### src/rtl/neuron_mac.sv
// Purpose: streaming signed MAC neuron; sums a*w over one vector, rescales, adds bias, saturates to 32 bits.
// Latency: end beat accepted at edge T -> x_valid pulse in the cycle after edge T+2; in_ready low 2 cycles per vector.
// Backpressure: in_ready deasserts only while draining/emitting a result; no output backpressure (consumer always accepts).
module neuron_mac #(
  parameter int DATA_W     = 16,
  parameter int ACC_W      = 42,
  parameter int FRAC_SHIFT = 10,
  parameter int N_MAX      = 1024
) (
  input  logic              clk,
  input  logic              reset,
  input  logic              in_valid,
  output logic              in_ready,
  input  logic [DATA_W-1:0] in_data,
  input  logic [DATA_W-1:0] in_weight,
  input  logic              in_last,
  input  logic [31:0]       bias,
  output logic              x_valid,
  output logic [31:0]       x_data,
  output logic              sat
);

  localparam int PROD_W = 2 * DATA_W;
  localparam int CNT_W  = $clog2(N_MAX + 1);
  localparam logic [CNT_W-1:0] LAST_IDX = CNT_W'(N_MAX - 1);

  // Saturation bounds expressed at the width of the biased sum.
  localparam logic signed [ACC_W:0] SAT_MAX = $signed({{(ACC_W - 30){1'b0}}, {31{1'b1}}});
  localparam logic signed [ACC_W:0] SAT_MIN = $signed({{(ACC_W - 30){1'b1}}, {31{1'b0}}});

  typedef enum logic [1:0] {
    ST_ACC   = 2'd0,
    ST_DRAIN = 2'd1,
    ST_OUT   = 2'd2
  } state_t;

  state_t                   state_q, state_d;
  logic                     in_ready_q, in_ready_d;
  logic [PROD_W-1:0]        prod_q, prod_d;
  logic                     p_v_q, p_v_d;
  logic                     p_last_q, p_last_d;
  logic signed [ACC_W-1:0]  acc_q, acc_d;
  logic                     first_q, first_d;
  logic [CNT_W-1:0]         cnt_q, cnt_d;
  logic                     x_valid_q, x_valid_d;
  logic [31:0]              x_data_q, x_data_d;
  logic                     sat_q, sat_d;

  logic                     accept;
  logic                     end_beat;
  logic [PROD_W-1:0]        a_ext;
  logic [PROD_W-1:0]        w_ext;
  logic signed [ACC_W-1:0]  prod_ext;
  logic signed [ACC_W-1:0]  t_shift;
  logic signed [ACC_W:0]    s_sum;

  assign in_ready = in_ready_q;
  assign x_valid  = x_valid_q;
  assign x_data   = x_data_q;
  assign sat      = sat_q;

  // Datapath helpers: operand/product sign extension, rescale and bias add.
  always_comb begin
    accept   = in_valid && in_ready_q;
    end_beat = in_last || (cnt_q == LAST_IDX);
    a_ext    = {{DATA_W{in_data[DATA_W-1]}}, in_data};
    w_ext    = {{DATA_W{in_weight[DATA_W-1]}}, in_weight};
    prod_ext = $signed({{(ACC_W - PROD_W){prod_q[PROD_W-1]}}, prod_q});
    t_shift  = acc_q >>> FRAC_SHIFT;
    s_sum    = $signed({t_shift[ACC_W-1], t_shift}) +
               $signed({{(ACC_W - 31){bias[31]}}, bias});
  end

  // Next-state: S1 multiply, S2 accumulate, and the ACC/DRAIN/OUT control FSM.
  always_comb begin
    state_d    = state_q;
    in_ready_d = in_ready_q;
    prod_d     = prod_q;
    p_v_d      = 1'b0;
    p_last_d   = 1'b0;
    acc_d      = acc_q;
    first_d    = first_q;
    cnt_d      = cnt_q;
    x_valid_d  = 1'b0;
    x_data_d   = x_data_q;
    sat_d      = sat_q;

    // S1: register the product of the accepted beat.
    if (accept) begin
      prod_d   = a_ext * w_ext;
      p_v_d    = 1'b1;
      p_last_d = end_beat;
    end

    // S2: the first product of a vector overwrites the stale sum.
    if (p_v_q) begin
      acc_d   = (first_q ? '0 : acc_q) + prod_ext;
      first_d = 1'b0;
    end

    case (state_q)
      ST_ACC: begin
        in_ready_d = 1'b1;
        if (accept) begin
          cnt_d = cnt_q + CNT_W'(1);
          if (end_beat) begin
            state_d    = ST_DRAIN;
            in_ready_d = 1'b0;
          end
        end
      end
      ST_DRAIN: begin
        // The end-beat product sits in S1 during this cycle and lands in acc at its close.
        in_ready_d = 1'b0;
        if (p_v_q && p_last_q) begin
          state_d = ST_OUT;
        end
      end
      ST_OUT: begin
        if (s_sum > SAT_MAX) begin
          x_data_d = 32'h7FFF_FFFF;
          sat_d    = 1'b1;
        end else if (s_sum < SAT_MIN) begin
          x_data_d = 32'h8000_0000;
          sat_d    = 1'b1;
        end else begin
          x_data_d = s_sum[31:0];
          sat_d    = 1'b0;
        end
        x_valid_d  = 1'b1;
        in_ready_d = 1'b1;
        cnt_d      = '0;
        first_d    = 1'b1;
        state_d    = ST_ACC;
      end
      default: begin
        state_d    = ST_ACC;
        in_ready_d = 1'b0;
      end
    endcase
  end

  // State registers with synchronous active-low reset; reset drops any partial vector.
  always_ff @(posedge clk) begin
    if (!reset) begin
      state_q    <= ST_ACC;
      in_ready_q <= 1'b0;
      prod_q     <= '0;
      p_v_q      <= 1'b0;
      p_last_q   <= 1'b0;
      acc_q      <= '0;
      first_q    <= 1'b1;
      cnt_q      <= '0;
      x_valid_q  <= 1'b0;
      x_data_q   <= '0;
      sat_q      <= 1'b0;
    end else begin
      state_q    <= state_d;
      in_ready_q <= in_ready_d;
      prod_q     <= prod_d;
      p_v_q      <= p_v_d;
      p_last_q   <= p_last_d;
      acc_q      <= acc_d;
      first_q    <= first_d;
      cnt_q      <= cnt_d;
      x_valid_q  <= x_valid_d;
      x_data_q   <= x_data_d;
      sat_q      <= sat_d;
    end
  end

endmodule

### config.mk
export PLATFORM = sky130hd
export DESIGN_NAME = neuron_mac
export DESIGN_NICKNAME = d
export VERILOG_FILES = /design/src/rtl/neuron_mac.sv
export SDC_FILE = /design/constraint.sdc
export NUM_CORES = 1
export LEC_CHECK = 0
export CAP_MARGIN = 20
export CORE_MARGIN = 2
export CORE_UTILIZATION = 29
export DETAILED_ROUTE_END_ITERATION = 8
export DONT_BUFFER_PORTS = 1
export HOLD_SLACK_MARGIN = 0.08
export PLACE_DENSITY = 0.5
export SLEW_MARGIN = 20
export SYNTH_ARGS = -nofsm -noshare
export SYNTH_HDL_FRONTEND = slang
export SYNTH_SLANG_ARGS = --single-unit
### constraint.sdc
create_clock -name clk -period 6.95 [get_ports clk]
set_clock_uncertainty 0.05 [all_clocks]
set_input_delay 1.7375 -clock clk [delete_from_list [all_inputs] [get_ports clk]]
set_output_delay 1.7375 -clock clk [all_outputs]
set_load 0.01 [all_outputs]
==> results of run 1 <==
repair_timing:
item / in CTS / in global routing
endpoints found under the hold margin: 0 / 0
setup buffers: 0 / 2
endpoints found under the setup margin: 0 / 11
gates resized for setup: 0 / 12
flip-flops by register name (all words and copies together), names as in the netlist, 2 cells and up:
register and cells:
cnt_q 11, x_data 32, acc_q 42, prod_q 32
state_q 2
stage by stage:
step | setup slack [ns] | hold WS [ns]
after global routing | -0.0564 | 0.434
after floorplan | 0.000472 | 0.382
after CTS | 0.0882 | 0.412
final | 0.193 | 0.409
after detailed placement | -0.334 | 0.401
after global placement | -0.272 | 0.398
synth_stat cells (15+ instances only):
| cell type | count |
|---|---|
| sky130_fd_sc_hd__a211oi_1 | 19 |
| sky130_fd_sc_hd__a21o_1 | 54 |
| sky130_fd_sc_hd__a21oi_1 | 122 |
| sky130_fd_sc_hd__a221o_1 | 26 |
| sky130_fd_sc_hd__a31oi_1 | 16 |
| sky130_fd_sc_hd__and2_1 | 138 |
| sky130_fd_sc_hd__and3_1 | 16 |
| sky130_fd_sc_hd__clkbuf_1 | 67 |
| sky130_fd_sc_hd__dfxtp_1 | 125 |
| sky130_fd_sc_hd__fa_1 | 264 |
| sky130_fd_sc_hd__ha_1 | 156 |
| sky130_fd_sc_hd__inv_1 | 334 |
| sky130_fd_sc_hd__mux2i_1 | 26 |
| sky130_fd_sc_hd__nand2_1 | 224 |
| sky130_fd_sc_hd__nand3_1 | 39 |
| sky130_fd_sc_hd__nand4_1 | 21 |
| sky130_fd_sc_hd__nor2_1 | 122 |
| sky130_fd_sc_hd__nor2b_1 | 48 |
| sky130_fd_sc_hd__nor3_1 | 21 |
| sky130_fd_sc_hd__o211ai_1 | 15 |
| sky130_fd_sc_hd__o21a_1 | 20 |
| sky130_fd_sc_hd__o21ai_0 | 61 |
| sky130_fd_sc_hd__o21bai_1 | 17 |
| sky130_fd_sc_hd__or3_1 | 15 |
| sky130_fd_sc_hd__xnor2_1 | 60 |
| sky130_fd_sc_hd__xor2_1 | 28 |
kinds of logic after synthesis:
kind of cell	after synthesis	synth area share, %
flip-flops	125	13.5
AND/OR/NAND/NOR	677	17.9
AO/OA/AOI/OAI	414	15.0
multiplexers	28	1.52
buffers and inverters	424	8.83
XOR/XNOR	88	4.16
adder cells (fa/ha/maj)	420	39.0
metal layers:
metal  GRT usage (%)  wire [um]
met1            19.0      22200
met4            4.36       1120
met5               0          0
met3            2.01       1720
met2            27.0      23800
cell type report:
class,instances,area [um^2]
fillers,6605,42700
multi-input cells,1627,14600
clock buffers,19,443
well taps,846,1060
inverters,335,1260
clock inverters,13,116
repair buffers,74,556
flip-flops and latches,125,2500
worst min path at each step:
stage               cells past startpoint    endpoint     start  slack, ns
global route                            2  state_q[1]  p_last_q       0.43
detailed placement                      2  state_q[1]  p_last_q       0.40
finish                                  2    acc_q[4]  acc_q[4]       0.41
CTS                                     2    acc_q[4]  acc_q[4]       0.41
global placement                        2  state_q[1]  p_last_q       0.40
floorplan                               2  state_q[1]  p_last_q       0.38
worst max-delay path, cell delays in order:
cell                        delay [ns]
sky130_fd_sc_hd__and2_1           0.16
sky130_fd_sc_hd__fa_1             0.53
sky130_fd_sc_hd__inv_1            0.06
sky130_fd_sc_hd__fa_1             0.56
sky130_fd_sc_hd__fa_1             0.43
sky130_fd_sc_hd__fa_1             0.49
sky130_fd_sc_hd__inv_1            0.05
sky130_fd_sc_hd__fa_1             0.52
sky130_fd_sc_hd__inv_1            0.05
sky130_fd_sc_hd__fa_1             0.53
sky130_fd_sc_hd__inv_1            0.06
sky130_fd_sc_hd__ha_4             0.24
sky130_fd_sc_hd__a21o_1           0.18
sky130_fd_sc_hd__a21oi_2          0.14
sky130_fd_sc_hd__o2111ai_1        0.16
sky130_fd_sc_hd__a21oi_2          0.25
sky130_fd_sc_hd__nor2_1           0.11
sky130_fd_sc_hd__a221oi_2         0.35
sky130_fd_sc_hd__o21ai_2          0.12
sky130_fd_sc_hd__nor4_1           0.19
sky130_fd_sc_hd__a211o_1          0.14
==> run metrics, run 1 <==
outcome finished, final reports clean; number of port buffers 0; first drt pass iteration count 5; CTS buffer count 17; worst reg2reg startpoint first_q; Slew Limit Headroom 36.0%; final antenna diode count 0; maximum clock frequency 0.148 GHz; Detail Route Antenna Nets 0; H-tree depth reported by CTS 4; sum of net half-perimeters after detailed placement about 40000 um; starting density of the core around 30%; area fraction of the dominant cell type after synthesis 28.5%; width of the die 257 um; global route overflow 0; Layout area overhead 10.7%; Mapped Area 0.0185 mm^2; fraction of the cycle the final worst path needs a little over nine tenths; I/O pins 103; total number of vias 14800; Post-Layout Inst Area 0.0205 mm^2; gate count of the mapped netlist 2176; Finished Core Util 32.5%; Critical Path Start in_weight[6]; Total Negative Setup Slacks 0 ns; Clock Tree Root sky130_fd_sc_hd__clkbuf_16; drt initial violations roughly 620; transition time at the pin with the least slew margin 0.960 ns; die outline area 0.0660 mm^2; initial antenna violation count 0; CTS tree yes; clock sink count between 100 and 150; net count of the finished layout 2668; top post-synthesis cells by area sky130_fd_sc_hd__fa_1, sky130_fd_sc_hd__dfxtp_1, sky130_fd_sc_hd__ha_1; height of the die 257 um; max-cap violation count 0; number of global-route vias before repair 15500; Distinct cells, synth 70; crit path max fanout 16; net count of the mapped netlist roughly 2700; cell area reported after detailed placement 0.0199 mm^2; row count 92; DRC errors left 0; post-synthesis async set-or-reset flop share 0%; share of synthesized area occupied by flip-flops and latches 13.5%; number of enable-type register cells in the synthesized netlist 0; dominant cell type by area after synthesis sky130_fd_sc_hd__fa_1; Vias per Instance approximately 4.9; core area around 0.063 mm^2; fraction of final layout cells sized beyond drive strength 1 7.48%; pin count of the biggest net entering global routing 46; total wire length after detailed routing about 49000 um; commonest non-fill, non-tap cells in the layout sky130_fd_sc_hd__inv_1, sky130_fd_sc_hd__fa_1, sky130_fd_sc_hd__nand2_1; hold crit path type reg -> reg; global-route wire length before repair 81100 um; final count of hold timing violations 0; Reg clk slew, reported paths 0.06 ns; nature of the critical path endpoint flip-flop; RSZ-0062 raised after global routing true; required time worst endpoint 7.27 ns; leading cell type in the layout, fill and taps excluded sky130_fd_sc_hd__inv_1; # setup viols final 0; maximum root-to-sink buffer count 2; filler-free cell count of the finished design 3039; global placer's final weighted congestion 0.901; kind of critical path in -> reg; number of warnings printed during yosys synthesis 0; Seq cells post-synth about 130; average wire length per cell after detail routing 16.1 um; critical path startpoint category input port; number of pins with negative max-slew slack in the final report 0; hold-fix buffers at CTS 0; Arr. time, crit path 7.08 ns; GRT Overall Usage 15.1%; final critical path time including I/O delays and setup 6.76 ns; internal reg-to-reg setup slack 3.12 ns; worst-case reg-to-reg path depth 12; crit path capture prod_q[28]; clock insertion delay at the later pin of the skew report about 0.43 ns; cell count after placement 3005; syn_area_per_cell roughly 8.5 um^2; endpoint of the most critical register-to-register path acc_q[36]; top_reg_cell synth sky130_fd_sc_hd__dfxtp_1
Power of run 1 is not shown: default switching activity piles up to over one toggle a cycle in this logic, so the estimate is an artifact.
==> run 2, diff against run 1 <==
--- a/config.mk
+++ b/config.mk
@@ -6,12 +6,14 @@
 export NUM_CORES = 1
 export LEC_CHECK = 0
 export CAP_MARGIN = 20
+export CELL_PAD_IN_SITES_DETAIL_PLACEMENT = 1
+export CELL_PAD_IN_SITES_GLOBAL_PLACEMENT = 1
 export CORE_MARGIN = 2
 export CORE_UTILIZATION = 29
 export DETAILED_ROUTE_END_ITERATION = 8
 export DONT_BUFFER_PORTS = 1
 export HOLD_SLACK_MARGIN = 0.08
-export PLACE_DENSITY = 0.5
+export PLACE_DENSITY = 0.6
 export SLEW_MARGIN = 20
 export SYNTH_ARGS = -nofsm -noshare
 export SYNTH_HDL_FRONTEND = slang
==> run 2 against run 1 <==
Utilization hardly changed; final cell count unchanged; via count up 1.6%.
==> run metrics, run 2 (synthesis gave the netlist of run 1 again) <==
width of the die 257 um (unchanged); final antenna diode count 0 (unchanged); initial antenna violation count 0 (unchanged); global-route wire length before repair 89000 um (+9.7%); final critical path time including I/O delays and setup 6.74 ns (-0.0125 ns); Clock Tree Root sky130_fd_sc_hd__clkbuf_16; nature of the critical path endpoint flip-flop; H-tree depth reported by CTS 4 (unchanged); drt initial violations 647 (+4.2%); post-placement setup slack -0.387 ns (-0.0530 ns); Post-Layout Inst Area 0.0206 mm^2 (+0.12%); kind of critical path in -> reg; CTS tree yes; Leakage Power 9.65 nW; starting density of the core 29.3% (unchanged); global placer's final weighted congestion 0.845 (-6.2%); pin count of the biggest net entering global routing 69 (+50%); core area 0.0632 mm^2 (unchanged); Reg clk slew, reported paths 0.06 ns (about the same); leading cell type in the layout, fill and taps excluded sky130_fd_sc_hd__inv_1; final count of hold timing violations 0 (unchanged); number of pins with negative max-slew slack in the final report 0 (unchanged); number of global-route vias before repair 16700 (+8.0%); Slew Limit Headroom 32.9% (-3.1 points); power density over the cells 607 mW/mm^2; worst-case reg-to-reg path depth 12 (unchanged); outcome finished, final reports clean; transition time at the pin with the least slew margin 1.01 ns (+0.0467 ns); net count of the finished layout 2668 (unchanged); average wire length per cell after detail routing 17.6 um (+9.5%); worst reg2reg startpoint first_q; CTS buffer count 17 (unchanged); Finished Core Util 32.5% (+0.040 points); Arr. time, crit path 7.03 ns (-0.05 ns); commonest non-fill, non-tap cells in the layout sky130_fd_sc_hd__inv_1, sky130_fd_sc_hd__fa_1, sky130_fd_sc_hd__nand2_1; WHS Endpoint prod_q[0]; Worst Slack Setup Final 0.206 ns (+0.0125 ns); crit path max fanout 16 (unchanged); row count 92 (unchanged); die outline area 0.0660 mm^2 (unchanged); Vias per Instance 4.93 (+1.6%); total wire length after detailed routing 53600 um (+9.5%); Total Negative Setup Slacks 0 ns (unchanged); number of port buffers 0 (unchanged); clock insertion delay at the later pin of the skew report 0.45 ns (+0.02 ns); fraction of the cycle the final worst path needs 97.0% (-0.18 points); clock sink count 125 (unchanged); number of post-CTS setup repair buffers 0 (unchanged); height of the die 257 um (unchanged); first drt pass iteration count 5 (unchanged); hold crit path type reg -> reg; I/O pins 103 (unchanged); final-layout worst hold slack 0.414 ns (+0.00537 ns); cell area reported after detailed placement 0.0199 mm^2 (about the same); endpoint of the most critical register-to-register path acc_q[41]; global route overflow 0 (unchanged); fraction of final layout cells sized beyond drive strength 1 7.57% (+0.091 points); # setup viols final 0 (unchanged); required time worst endpoint 7.24 ns (-0.03 ns); GRT Overall Usage 16.7% (+1.5 points); maximum root-to-sink buffer count 2 (unchanged); number of cells on the worst hold path 2 (unchanged); sum of net half-perimeters after detailed placement 43700 um (+9.4%); Largest register FFs 42 (unchanged); Peak supply drop 0.538 mV; critical path startpoint category input port; internal reg-to-reg setup slack 2.92 ns (-0.20 ns); maximum clock frequency 0.148 GHz (+0.18%); RSZ-0062 raised after global routing true; Layout area overhead 10.9%; Top reg by flops acc_q; worst hold path startpoint prod_q[0]; DRC errors left 0 (unchanged); Detail Route Antenna Nets 0 (unchanged); max-cap violation count 0 (unchanged); number of inserted filler cells in the final layout 7460 (+13%); total number of vias 15000 (+1.6%)
==> run 2: metrics by stage <==
stage,instances,power [mW]
after floorplan,2176,7.74
after global placement,3007,11.2
after detailed placement,3007,11.5
after CTS,3039,12.5
after global routing,3039,14.0
final,3039,12.5
==> run 2: report_power, final <==
part / switching (mW) / total (mW) / internal (mW) / leakage [nW]
clock network: 0.363 / 0.901 / 0.538 / 0.276
logic: 5.54 / 10.8 / 5.22 / 8.37
registers: 0.0432 / 0.816 / 0.772 / 1.01
total: 5.95 / 12.5 / 6.53 / 9.65
==> run 2: metal layers <==
metal / global-route usage, % / wire length [um] / up-vias
li1: - / - / 7137
met1: 21.5 / 25100 / 7572
met2: 28.9 / 25700 / 222
met3: 2.27 / 1670 / 66
met4: 4.88 / 1110 / 0
met5: 0 / 0 / -
==> run 2: critical path: stages <==
cell and delay (ns):
sky130_fd_sc_hd__and2_1 0.17, sky130_fd_sc_hd__fa_1 0.54, sky130_fd_sc_hd__inv_1 0.06, sky130_fd_sc_hd__fa_1 0.49
sky130_fd_sc_hd__fa_1 0.51, sky130_fd_sc_hd__inv_1 0.05, sky130_fd_sc_hd__fa_1 0.46, sky130_fd_sc_hd__fa_1 0.54
sky130_fd_sc_hd__inv_1 0.05, sky130_fd_sc_hd__fa_1 0.52, sky130_fd_sc_hd__inv_1 0.04, sky130_fd_sc_hd__ha_1 0.32
sky130_fd_sc_hd__buf_4 0.16, sky130_fd_sc_hd__a21oi_2 0.13, sky130_fd_sc_hd__o2111ai_1 0.13, sky130_fd_sc_hd__a21oi_2 0.25
sky130_fd_sc_hd__nor2_1 0.12, sky130_fd_sc_hd__a221oi_2 0.33, sky130_fd_sc_hd__o21ai_2 0.14, sky130_fd_sc_hd__a211o_1 0.27
==> run 2: how the worst max path moves through the flow <==
stage	start	end	slack, ns	depth (start not counted)
after floorplan	in_weight[2]	prod_q[28]	0.0005	20
after global placement	in_weight[6]	prod_q[29]	-0.28	20
after detailed placement	in_weight[6]	prod_q[28]	-0.39	21
after CTS	in_weight[6]	prod_q[28]	0.09	21
after global routing	in_weight[6]	prod_q[28]	0.0009	20
final	in_weight[6]	prod_q[28]	0.21	20
==> run 2: timing repair <==
action	in CTS	in global routing
hold buffers	0	0
gates resized for setup	0	16
endpoints found under the setup margin	0	13
==> run 2: final cells by class <==
| class | count | area, um^2 | share of cell area, % |
|---|---|---|---|
| multi-input cells | 1627 | 14600 | 71.0 |
| flip-flops and latches | 125 | 2500 | 12.2 |
| inverters | 335 | 1260 | 6.12 |
| well taps | 846 | 1060 | 5.15 |
| repair buffers | 74 | 556 | 2.70 |
| clock buffers | 19 | 443 | 2.15 |
| clock inverters | 13 | 140 | 0.682 |
(Power assumes the default switching activity.)
